$ cat config.mk
export PLATFORM = sky130hd
export DESIGN_NAME = cpu_run_controller
export DESIGN_NICKNAME = d
export VERILOG_FILES = /design/src/rtl/cpu_run_pkg.sv /design/src/rtl/cpu_run_controller_halt_detector.sv /design/src/rtl/cpu_run_controller.sv
export SDC_FILE = /design/constraint.sdc
export NUM_CORES = 1
export LEC_CHECK = 0
export CORE_UTILIZATION = 60
export CTS_BUF_LIST = sky130_fd_sc_hd__clkbuf_2 sky130_fd_sc_hd__clkbuf_4 sky130_fd_sc_hd__clkbuf_8
export DETAILED_ROUTE_END_ITERATION = 6
export DONT_BUFFER_PORTS = 1
export HOLD_SLACK_MARGIN = 0.08
export PLACE_DENSITY = 0.81
export SYNTH_ARGS = -nofsm -noshare
export SYNTH_HDL_FRONTEND = slang
export SYNTH_SLANG_ARGS = --single-unit
$ cat constraint.sdc
create_clock -name clock -period 2.91 [get_ports clock]
set_clock_uncertainty 0.2 [all_clocks]
set_input_delay 0.582 -clock clock [delete_from_list [all_inputs] [get_ports clock]]
set_output_delay 0.582 -clock clock [all_outputs]
set_load 0.02 [all_outputs]
$ cat src/rtl/cpu_run_pkg.sv
// Shared definitions for the CPU run controller: FSM state encodings and
// counter width helpers.
package cpu_run_pkg;

  typedef enum logic [1:0] {
    ST_IDLE       = 2'd0,
    ST_RESET_HOLD = 2'd1,
    ST_RUN        = 2'd2,
    ST_DONE       = 2'd3
  } run_state_t;

  // Bits needed to hold any value in 0..max_val (never less than one bit).
  function automatic int cnt_width(input int max_val);
    return (max_val < 2) ? 1 : $clog2(max_val + 1);
  endfunction

endpackage

$ cat src/rtl/cpu_run_controller_halt_detector.sv
// halt_detector: watches one core's PC while sample_en is high and raises a
// sticky halted flag after HALT_REPEAT consecutive unchanged samples.
// RUN_TRACE_EN adds change_count, the number of sampled PC changes.
module halt_detector #(
  parameter int PC_WIDTH    = 32,
  parameter int HALT_REPEAT = 4,
  parameter int CNT_WIDTH   = 32
) (
  input  logic                clock,
  input  logic                reset,
  input  logic                sample_en,
  input  logic                clear,
  input  logic [PC_WIDTH-1:0] pc,
  output logic                halt_next,
  output logic                halted
`ifdef RUN_TRACE_EN
  ,
  output logic [CNT_WIDTH-1:0] change_count
`endif
);

  localparam logic [CNT_WIDTH-1:0] ZERO    = {CNT_WIDTH{1'b0}};
  localparam logic [CNT_WIDTH-1:0] ONE     = {{(CNT_WIDTH-1){1'b0}}, 1'b1};
  localparam logic [CNT_WIDTH-1:0] CNT_MAX = {CNT_WIDTH{1'b1}};
  localparam logic [CNT_WIDTH-1:0] REP_HIT = CNT_WIDTH'(HALT_REPEAT);

  logic [PC_WIDTH-1:0]  prev_pc_r, prev_pc_s;
  logic                 prev_valid_r, prev_valid_s;
  logic [CNT_WIDTH-1:0] rep_r, rep_s;
  logic                 halted_r, halted_s;
`ifdef RUN_TRACE_EN
  logic [CNT_WIDTH-1:0] chg_r, chg_s;
`endif

  // Next-state for PC history, repeat counter and sticky flag; the first sample only primes prev_pc.
  always_comb begin
    prev_pc_s    = prev_pc_r;
    prev_valid_s = prev_valid_r;
    rep_s        = rep_r;
    halted_s     = halted_r;
`ifdef RUN_TRACE_EN
    chg_s        = chg_r;
`endif
    if (clear) begin
      prev_valid_s = 1'b0;
      rep_s        = ZERO;
      halted_s     = 1'b0;
`ifdef RUN_TRACE_EN
      chg_s        = ZERO;
`endif
    end else if (sample_en) begin
      prev_pc_s    = pc;
      prev_valid_s = 1'b1;
      if (!prev_valid_r) begin
        rep_s = rep_r;
      end else if (pc == prev_pc_r) begin
        rep_s    = (rep_r == CNT_MAX) ? CNT_MAX : rep_r + ONE;
        halted_s = halted_r | (rep_s == REP_HIT);
      end else begin
        rep_s = ZERO;
`ifdef RUN_TRACE_EN
        chg_s = (chg_r == CNT_MAX) ? CNT_MAX : chg_r + ONE;
`endif
      end
    end else begin
      prev_pc_s = prev_pc_r;
    end
  end

  // Detector state registers.
  always_ff @(posedge clock) begin
    if (reset) begin
      prev_pc_r    <= {PC_WIDTH{1'b0}};
      prev_valid_r <= 1'b0;
      rep_r        <= ZERO;
      halted_r     <= 1'b0;
`ifdef RUN_TRACE_EN
      chg_r        <= ZERO;
`endif
    end else begin
      prev_pc_r    <= prev_pc_s;
      prev_valid_r <= prev_valid_s;
      rep_r        <= rep_s;
      halted_r     <= halted_s;
`ifdef RUN_TRACE_EN
      chg_r        <= chg_s;
`endif
    end
  end

  assign halt_next = halted_s;
  assign halted    = halted_r;
`ifdef RUN_TRACE_EN
  assign change_count = chg_r;
`endif

endmodule

$ cat src/rtl/cpu_run_controller.sv
// cpu_run_controller: holds the cores in reset, runs them, and stops on all-halted
// or timeout. Define RUN_TRACE_EN to add the per-core pc_change_count output.
module cpu_run_controller
  import cpu_run_pkg::*;
#(
  parameter int NUM_CORES      = 1,
  parameter int PC_WIDTH       = 32,
  parameter int CNT_WIDTH      = 32,
  parameter int RESET_CYCLES   = 2,
  parameter int TIMEOUT_CYCLES = 2000,
  parameter int HALT_REPEAT    = 4
) (
  input  logic                          clock,
  input  logic                          reset,
  input  logic                          start,
  input  logic [NUM_CORES*PC_WIDTH-1:0] core_pc,
  output logic                          core_reset,
  output logic                          running,
  output logic                          done,
  output logic                          timed_out,
  output logic [NUM_CORES-1:0]          halted,
  output logic [CNT_WIDTH-1:0]          cycle_count
`ifdef RUN_TRACE_EN
  ,
  output logic [NUM_CORES*CNT_WIDTH-1:0] pc_change_count
`endif
);

  localparam int HOLD_W = cnt_width(RESET_CYCLES);
  localparam logic [HOLD_W-1:0]    HOLD_LAST    = HOLD_W'(RESET_CYCLES - 1);
  localparam logic [HOLD_W-1:0]    HOLD_ONE     = {{(HOLD_W-1){1'b0}}, 1'b1};
  localparam logic [CNT_WIDTH-1:0] CNT_ZERO     = {CNT_WIDTH{1'b0}};
  localparam logic [CNT_WIDTH-1:0] CNT_ONE      = {{(CNT_WIDTH-1){1'b0}}, 1'b1};
  localparam logic [CNT_WIDTH-1:0] CNT_MAX      = {CNT_WIDTH{1'b1}};
  localparam logic [CNT_WIDTH-1:0] TIMEOUT_LAST = CNT_WIDTH'(TIMEOUT_CYCLES - 1);

  run_state_t           state_r, state_s;
  logic [HOLD_W-1:0]    hold_cnt_r, hold_cnt_s;
  logic [CNT_WIDTH-1:0] cycle_cnt_r, cycle_cnt_s;
  logic                 timed_out_r, timed_out_s;
  logic                 core_reset_r, running_r, done_r;
  logic                 start_acc_s, sample_en_s, clear_s;
  logic [NUM_CORES-1:0] halt_next_s;

  // Start is only honoured from IDLE or DONE; detectors are wiped on start and throughout the hold.
  assign start_acc_s = start && ((state_r == ST_IDLE) || (state_r == ST_DONE));
  assign sample_en_s = (state_r == ST_RUN);
  assign clear_s     = start_acc_s || (state_r == ST_RESET_HOLD);

  for (genvar i = 0; i < NUM_CORES; i++) begin : g_core
    halt_detector #(
      .PC_WIDTH   (PC_WIDTH),
      .HALT_REPEAT(HALT_REPEAT),
      .CNT_WIDTH  (CNT_WIDTH)
    ) u_det (
      .clock       (clock),
      .reset       (reset),
      .sample_en   (sample_en_s),
      .clear       (clear_s),
      .pc          (core_pc[i*PC_WIDTH +: PC_WIDTH]),
      .halt_next   (halt_next_s[i]),
      .halted      (halted[i])
`ifdef RUN_TRACE_EN
      ,
      .change_count(pc_change_count[i*CNT_WIDTH +: CNT_WIDTH])
`endif
    );
  end

  // Next-state logic; a halt seen on the same edge as the timeout takes priority.
  always_comb begin
    state_s     = state_r;
    hold_cnt_s  = hold_cnt_r;
    cycle_cnt_s = cycle_cnt_r;
    timed_out_s = timed_out_r;
    case (state_r)
      ST_IDLE, ST_DONE: begin
        if (start_acc_s) begin
          state_s     = ST_RESET_HOLD;
          hold_cnt_s  = {HOLD_W{1'b0}};
          cycle_cnt_s = CNT_ZERO;
          timed_out_s = 1'b0;
        end else begin
          state_s = state_r;
        end
      end
      ST_RESET_HOLD: begin
        if (hold_cnt_r == HOLD_LAST) begin
          state_s = ST_RUN;
        end else begin
          hold_cnt_s = hold_cnt_r + HOLD_ONE;
        end
      end
      ST_RUN: begin
        if (cycle_cnt_r != CNT_MAX) begin
          cycle_cnt_s = cycle_cnt_r + CNT_ONE;
        end else begin
          cycle_cnt_s = cycle_cnt_r;
        end
        if (&halt_next_s) begin
          state_s     = ST_DONE;
          timed_out_s = 1'b0;
        end else if (cycle_cnt_r == TIMEOUT_LAST) begin
          state_s     = ST_DONE;
          timed_out_s = 1'b1;
        end else begin
          state_s = ST_RUN;
        end
      end
      default: begin
        state_s = ST_IDLE;
      end
    endcase
  end

  // State and registered outputs, decoded from the next state so they align with it.
  always_ff @(posedge clock) begin
    if (reset) begin
      state_r      <= ST_IDLE;
      hold_cnt_r   <= {HOLD_W{1'b0}};
      cycle_cnt_r  <= CNT_ZERO;
      timed_out_r  <= 1'b0;
      core_reset_r <= 1'b1;
      running_r    <= 1'b0;
      done_r       <= 1'b0;
    end else begin
      state_r      <= state_s;
      hold_cnt_r   <= hold_cnt_s;
      cycle_cnt_r  <= cycle_cnt_s;
      timed_out_r  <= timed_out_s;
      core_reset_r <= (state_s == ST_IDLE) || (state_s == ST_RESET_HOLD);
      running_r    <= (state_s == ST_RUN);
      done_r       <= (state_s == ST_DONE);
    end
  end

  assign core_reset  = core_reset_r;
  assign running     = running_r;
  assign done        = done_r;
  assign timed_out   = timed_out_r;
  assign cycle_count = cycle_cnt_r;

endmodule
Word-level counts from Yosys, hierarchy flattened
Index checks and enable logic that the tools add are counted.
- bitwise logic cells: 2
- add/sub/neg operators: 3
- muxes and demuxes: 21
- equality and inequality tests: 16
- reduce and logical (&&, ||, !) cells: 15
- operators with widths (kind ; count):
    two-way mux 32 bit ; 4
    adder 32 x 1 -> 32 bit (second input constant) ; 2
    one-hot mux 32 bit (2 select lines) ; 1
    equality test 32 x 11 -> 1 bit (second input constant) ; 1
    equality test 32 x 3 -> 1 bit (second input constant) ; 1
    equality test 32 bit ; 1
    equality test 32 bit (second input constant) ; 1
    != test 32 bit (second input constant) ; 1
    two-way mux 1 bit ; 9
    AND reduction 3 bit ; 3
    equality test 2 bit (second input constant) ; 4
    two-way mux 2 bit ; 4
    equality test 2 x 1 -> 1 bit (second input constant) ; 3
    != test 2 bit (second input constant) ; 3
    one-hot mux 2 bit (3 select lines) ; 1
    logical NOT 2 bit ; 2
    one-hot mux 2 bit (2 select lines) ; 1
    AND reduction 2 bit ; 2
    nonzero test 2 bit ; 2
    OR reduction 2 bit ; 2
    logical OR 1 bit ; 3
    != test 3 bit (second input constant) ; 1
    adder 2 x 1 -> 2 bit (second input constant) ; 1
    one-hot mux 1 bit (2 select lines) ; 1
    3 further kinds ; 3
- output and inout port bits: 37
- bits in registers: 106
- logic and storage cells: 68

Longest topological paths before layout
- depth after elaboration: 12
- depth in mapped cells: 10

Cells and area by module
Synthesis repeated with hierarchy kept, for this count alone.
- cell total of the unflattened synthesis: 845
- area total of the unflattened synthesis: 6352.3 um2
- modules (own cells, without submodules) (module ; area each (um2) ; times used ; sequential area each (um2) ; cells each):
    halt_detector ; 3928.8 ; 1 ; 1321.3 ; 533
    cpu_run_controller ; 2423.6 ; 1 ; 800.8 ; 312

Worst setup path after synthesis
No wires, ideal clock.
- kind: register to register
- start: register g_core[0].u_det.rep_r[11]
- end: register timed_out_r, in the netlist timed_out
- data required time: 2.590 ns
- stages on the path, launching flop included: 10
- clock period less this slack: 2.943 ns
- arrival time: 2.623 ns
- path slack: -0.033 ns
- cell sequence: dfxtp_1 > buf_2 > nand4_2 > or4_1 > buf_2 > o31a_1 > or4_4 > nor3b_2 > nand4_1 > o31a_1
- cells in the longest elaborated chain, start to end: 10
- elaborated cells between the ends (all ways): 13
- those cells by class: 1 x add/sub; 3 x eq/ne; 7 x mux; 1 x bitwise; 1 x reduce/logical
- RTL lines (element ; RTL line ; RTL):
    from (decl) ; cpu_run_controller_halt_detector.sv:29 ; logic [CNT_WIDTH-1:0] rep_r, rep_s;
    from (signal assigned) ; cpu_run_controller_halt_detector.sv:83 ; rep_r <= rep_s;
    adder 32 x 1 -> 32 bit / equality test 32 bit (equally long branches) ; cpu_run_controller_halt_detector.sv:57 ; rep_s = (rep_r == CNT_MAX) ? CNT_MAX : rep_r + ONE;
    two-way mux 32 bit (*) ; cpu_run_controller_halt_detector.sv:57 ;
    equality test 32 x 3 -> 1 bit (*) ; cpu_run_controller_halt_detector.sv:58 ; halted_s = halted_r | (rep_s == REP_HIT);
    OR 1 bit (*) ; cpu_run_controller_halt_detector.sv:58 ;
    two-way mux 1 bit (*) ; cpu_run_controller_halt_detector.sv:56 ; end else if (pc == prev_pc_r) begin
    two-way mux 1 bit (*) ; cpu_run_controller_halt_detector.sv:54 ; if (!prev_valid_r) begin
    two-way mux 1 bit (*) ; cpu_run_controller_halt_detector.sv:51 ; end else if (sample_en) begin
    two-way mux 1 bit (*) ; cpu_run_controller_halt_detector.sv:44 ; if (clear) begin
    != test 3 bit (no line) / two-way mux 1 bit (equally long branches) ; n/a ;
    AND reduction 3 bit (no line) / one-hot mux 1 bit (2 select lines) (equally long branches) ; n/a ;
    to (signal assigned) ; cpu_run_controller.sv:130 ; timed_out_r <= timed_out_s;
    to (decl) ; cpu_run_controller.sv:40 ; logic timed_out_r, timed_out_s;
Mark *: on every way between the ends. The rest lies on a longest branch, timed or not.
A chain may end at the register's enable or synchronous reset.

Worst setup path in the final report
- start: register g_core[0].u_det.rep_r[17]
- end: register done_r, in the netlist done
- cells in the longest elaborated chain, start to end: 11
- elaborated cells between the ends (all ways): 12
- those cells by class: 1 x add/sub; 3 x eq/ne; 7 x mux; 1 x bitwise
- RTL lines (element ; RTL line ; RTL):
    adder 32 x 1 -> 32 bit / equality test 32 bit (equally long branches) ; cpu_run_controller_halt_detector.sv:57 ;
    two-way mux 32 bit (*) ; cpu_run_controller_halt_detector.sv:57 ;
    equality test 32 x 3 -> 1 bit (*) ; cpu_run_controller_halt_detector.sv:58 ;
    OR 1 bit (*) ; cpu_run_controller_halt_detector.sv:58 ;
    two-way mux 1 bit (*) ; cpu_run_controller_halt_detector.sv:56 ;
    two-way mux 1 bit (*) ; cpu_run_controller_halt_detector.sv:54 ;
    two-way mux 1 bit (*) ; cpu_run_controller_halt_detector.sv:51 ;
    two-way mux 1 bit (*) ; cpu_run_controller_halt_detector.sv:44 ;
    two-way mux 1 bit (*) ; cpu_run_controller.sv:100 ; if (&halt_next_s) begin
    one-hot mux 2 bit (3 select lines) (*) ; cpu_run_controller.sv:76 ; case (state_r)
    equality test 2 bit (*) ; cpu_run_controller.sv:133 ; done_r <= (state_s == ST_DONE);
    to (signal assigned) ; cpu_run_controller.sv:133 ;
    to (decl) ; cpu_run_controller.sv:41 ; logic core_reset_r, running_r, done_r;
Marks and branches as above.

==> out/qor.csv <==
metric;value;unit
status;finished clean;
Sw Pwr;716;uW
nets;846;
slew margin rel.;21.9;%
number of remaining DRC errors;0;
port buffer count;0;
Gate power share;8.2;%
area leader, netlist;dfxtp_1;
Antenna Violating Nets Remaining;0;
Vias/cell;6.30;
Slew Viols, Final;0;
synthesized flop and latch total;106;
Synth Cell Area;6010;um^2
Max clock buf depth;2;
Int Power;1.97;mW
# diodes;0;
worst hold path class;input pin to register;
mean post-synth cell area;7.84;um^2
max cap viols;0;
CTS tree;built;
1st-pass router iterations;5;
WS Path Type;register to register;
Final setup viols;0;
Area Growth Syn to Fin;14.2;%
FMAX;354;MHz
Starting Density;61.7;%
total power;2.68;mW
initial antenna violation count;0;
layout cells sized above 1;15.3;%
vias;5946;
vias in the first global route;5626;
I/O pin count;72;
WL final;17100;um
fin cells;944;
Worst Max-Slew Pin Slew;1.17;ns
pin count of the biggest net entering global routing;35;
number of hold violations in the final report;0;
Required @ worst endpoint;3.01;ns
Synth top area share;35.3;%
Chip Height;102;um
Worst Path Arrival;2.92;ns
total CTS buffers;9;
Row Count;36;
die width;102;um
All-Layer GR Usage;32.4;%
Reg power frac;55.0;%
Placed Cells;922;
core area;9730;um^2
clock-pin slew on the worst setup and hold paths;0.11;ns
setup TNS;0;ns
Peak VDD IR;0.000503;V
die outline area;10400;um^2
top_reg_cell synth;dfxtp_1;
grt ovf;0;
Final HPWL DP;12100;um
CP endpoint kind;register;
Pleak;2.45;nW
Commonest cells post-synth;nor2_1 (110), dfxtp_1 (106), o21ai_0 (60);
Startpoint Class;register;
Async SR Flop Fraction;0;%
Clk Latency, worst-skew pair;0.39;ns
most common cell in the synthesized netlist;nor2_1;
gate count of the mapped netlist;766;
crit path max fanout;3;
final worst path period need;2.83;ns
syn_nets;806;
TritonCTS sink count;106;
Net Sw Frac;26.7;%
Seq/Total Area, Yosys;35.3;%
drt initial violations;426;
global-route wire length before repair;26500;um
Synth area leaders;dfxtp_1 (35%), xor2_1 (7.7%), nor2_1 (6.9%);
period utilisation layout;97.2;%
GP Congestion;0.958;
CTS Root Cell;clkbuf_8;
Post-synth EDFFs;0;
power density cells;391;nW/um^2
unique cell type count in the Yosys netlist;51;
H-tree Lvls;3;
fillers;819;
total number of yosys warnings;0;
Clock power frac;36.7;%
WL per Instance;18.1;um
## sequential cells by signal, summed over array words and instances (netlist names)
| signal | cells |
|---|---|
| timed_out | 1 |
| g_core.u_det.prev_pc_r | 32 |
| cycle_count | 32 |
| g_core.u_det.rep_r | 32 |
| core_reset | 1 |
| g_core.u_det.halted | 1 |
| running | 1 |
| hold_cnt_r | 2 |
| state_r | 2 |
| done | 1 |
| g_core.u_det.prev_valid_r | 1 |
## cell type report
class,count,area (um^2),share of cell area [%]
Multi-Input combinational cell,603,3740,54.5
Sequential cell,106,2130,31.1
Timing Repair Buffer,75,566,8.25
Tap cell,133,166,2.43
Clock buffer,10,131,1.92
Clock inverter,6,82.6,1.20
Inverter,11,41.3,0.602
## cells by family after synthesis
logic type | after synthesis | synth area share [%]
multiplexers | 37 | 6.19
AND/OR/NAND/NOR | 340 | 29.3
adder cells (fa/ha/maj) | 5 | 1.04
buffers and inverters | 57 | 3.65
XOR/XNOR | 65 | 9.48
flip-flops | 106 | 35.3
AO/OA/AOI/OAI | 156 | 15.1
## cell usage in the layout (no fill, tap or decap), types with 3 or more instances in the layout
cell	count
nor2_1	109
dfxtp_1	99
buf_4	74
o21ai_0	60
a21oi_1	55
xor2_1	53
nand2_1	48
mux2i_1	36
nor4_1	34
nand4_1	29
nor3_1	25
nand3_1	23
xnor2_1	12
inv_1	11
and4_1	11
a31oi_1	10
and2_1	9
clkbuf_8	9
or3_1	8
and3_1	7
dfxtp_2	7
nor4b_1	6
nor2b_1	5
a21o_1	5
o31a_1	4
nand2b_1	3
a211oi_1	3
or2_2	3
ha_1	3
## power groups by stage
stage	Combinational [mW]	Clock [mW]	Sequential (mW)
after floorplan	0.158	0	1.51
after global placement	0.198	0	1.51
after detailed placement	0.208	0	1.51
after CTS	0.218	0.999	1.48
after global routing	0.240	1.05	1.48
final	0.221	0.986	1.48
## worst paths after layout
kind	from	to	slack, ns	depth (start not counted)
setup reg to reg	g_core[0].u_det.rep_r[17]$_SDFFE_PP0P_	done$_SDFF_PP0_	0.08	7
hold reg to reg	g_core[0].u_det.prev_valid_r$_SDFFE_PP0P_	g_core[0].u_det.prev_valid_r$_SDFFE_PP0P_	0.31	2
hold / removal	core_pc[24]	g_core[0].u_det.prev_pc_r[24]$_SDFFE_PP0P_	0.13	2
setup / recovery	g_core[0].u_det.rep_r[17]$_SDFFE_PP0P_	done$_SDFF_PP0_	0.08	7
## worst max-delay path, cell delays in order, from the launching register on
cell	delay, ns
dfxtp_2	0.35
nand4_2	0.12
or4_4	0.54
o31a_1	0.27
or4_4	0.52
nor3b_2	0.16
nand4_1	0.21
o41ai_2	0.37
## through the flow
stage / hold WS, ns / utilization, % / cell area (um^2) / setup WS (ns)
2_1_floorplan: 0.257 / - / 6020 / 0.00107
3_3_place_gp: 0.272 / 67.2 / 6540 / 0.0728
3_5_place_dp: 0.292 / 67.2 / 6540 / 0.0366
4_1_cts: 0.127 / 69.5 / 6760 / 0.000866
5_1_grt: 0.117 / 70.5 / 6860 / -0.00640
6_report: 0.135 / 70.5 / 6860 / 0.0825
## layer usage
metal	vias to the layer above	GRT usage (%)	part of all wire (%)
met5	-	0	0
met4	0	13.5	2.8
met3	45	7.66	7.6
li1	2853	-	-
met1	2812	39.1	40
met2	236	55.2	49
## timing repair
| item | 4_1_cts | 5_1_grt |
|---|---|---|
| endpoints found under the setup margin | 0 | 5 |
| hold buffers | 1 | 0 |
| resized for setup | 0 | 19 |
| buffers inserted | 0 | 5 |
| endpoints found under the hold margin | 34 | 0 |
No activity file was read; power rests on OpenSTA's default activity.
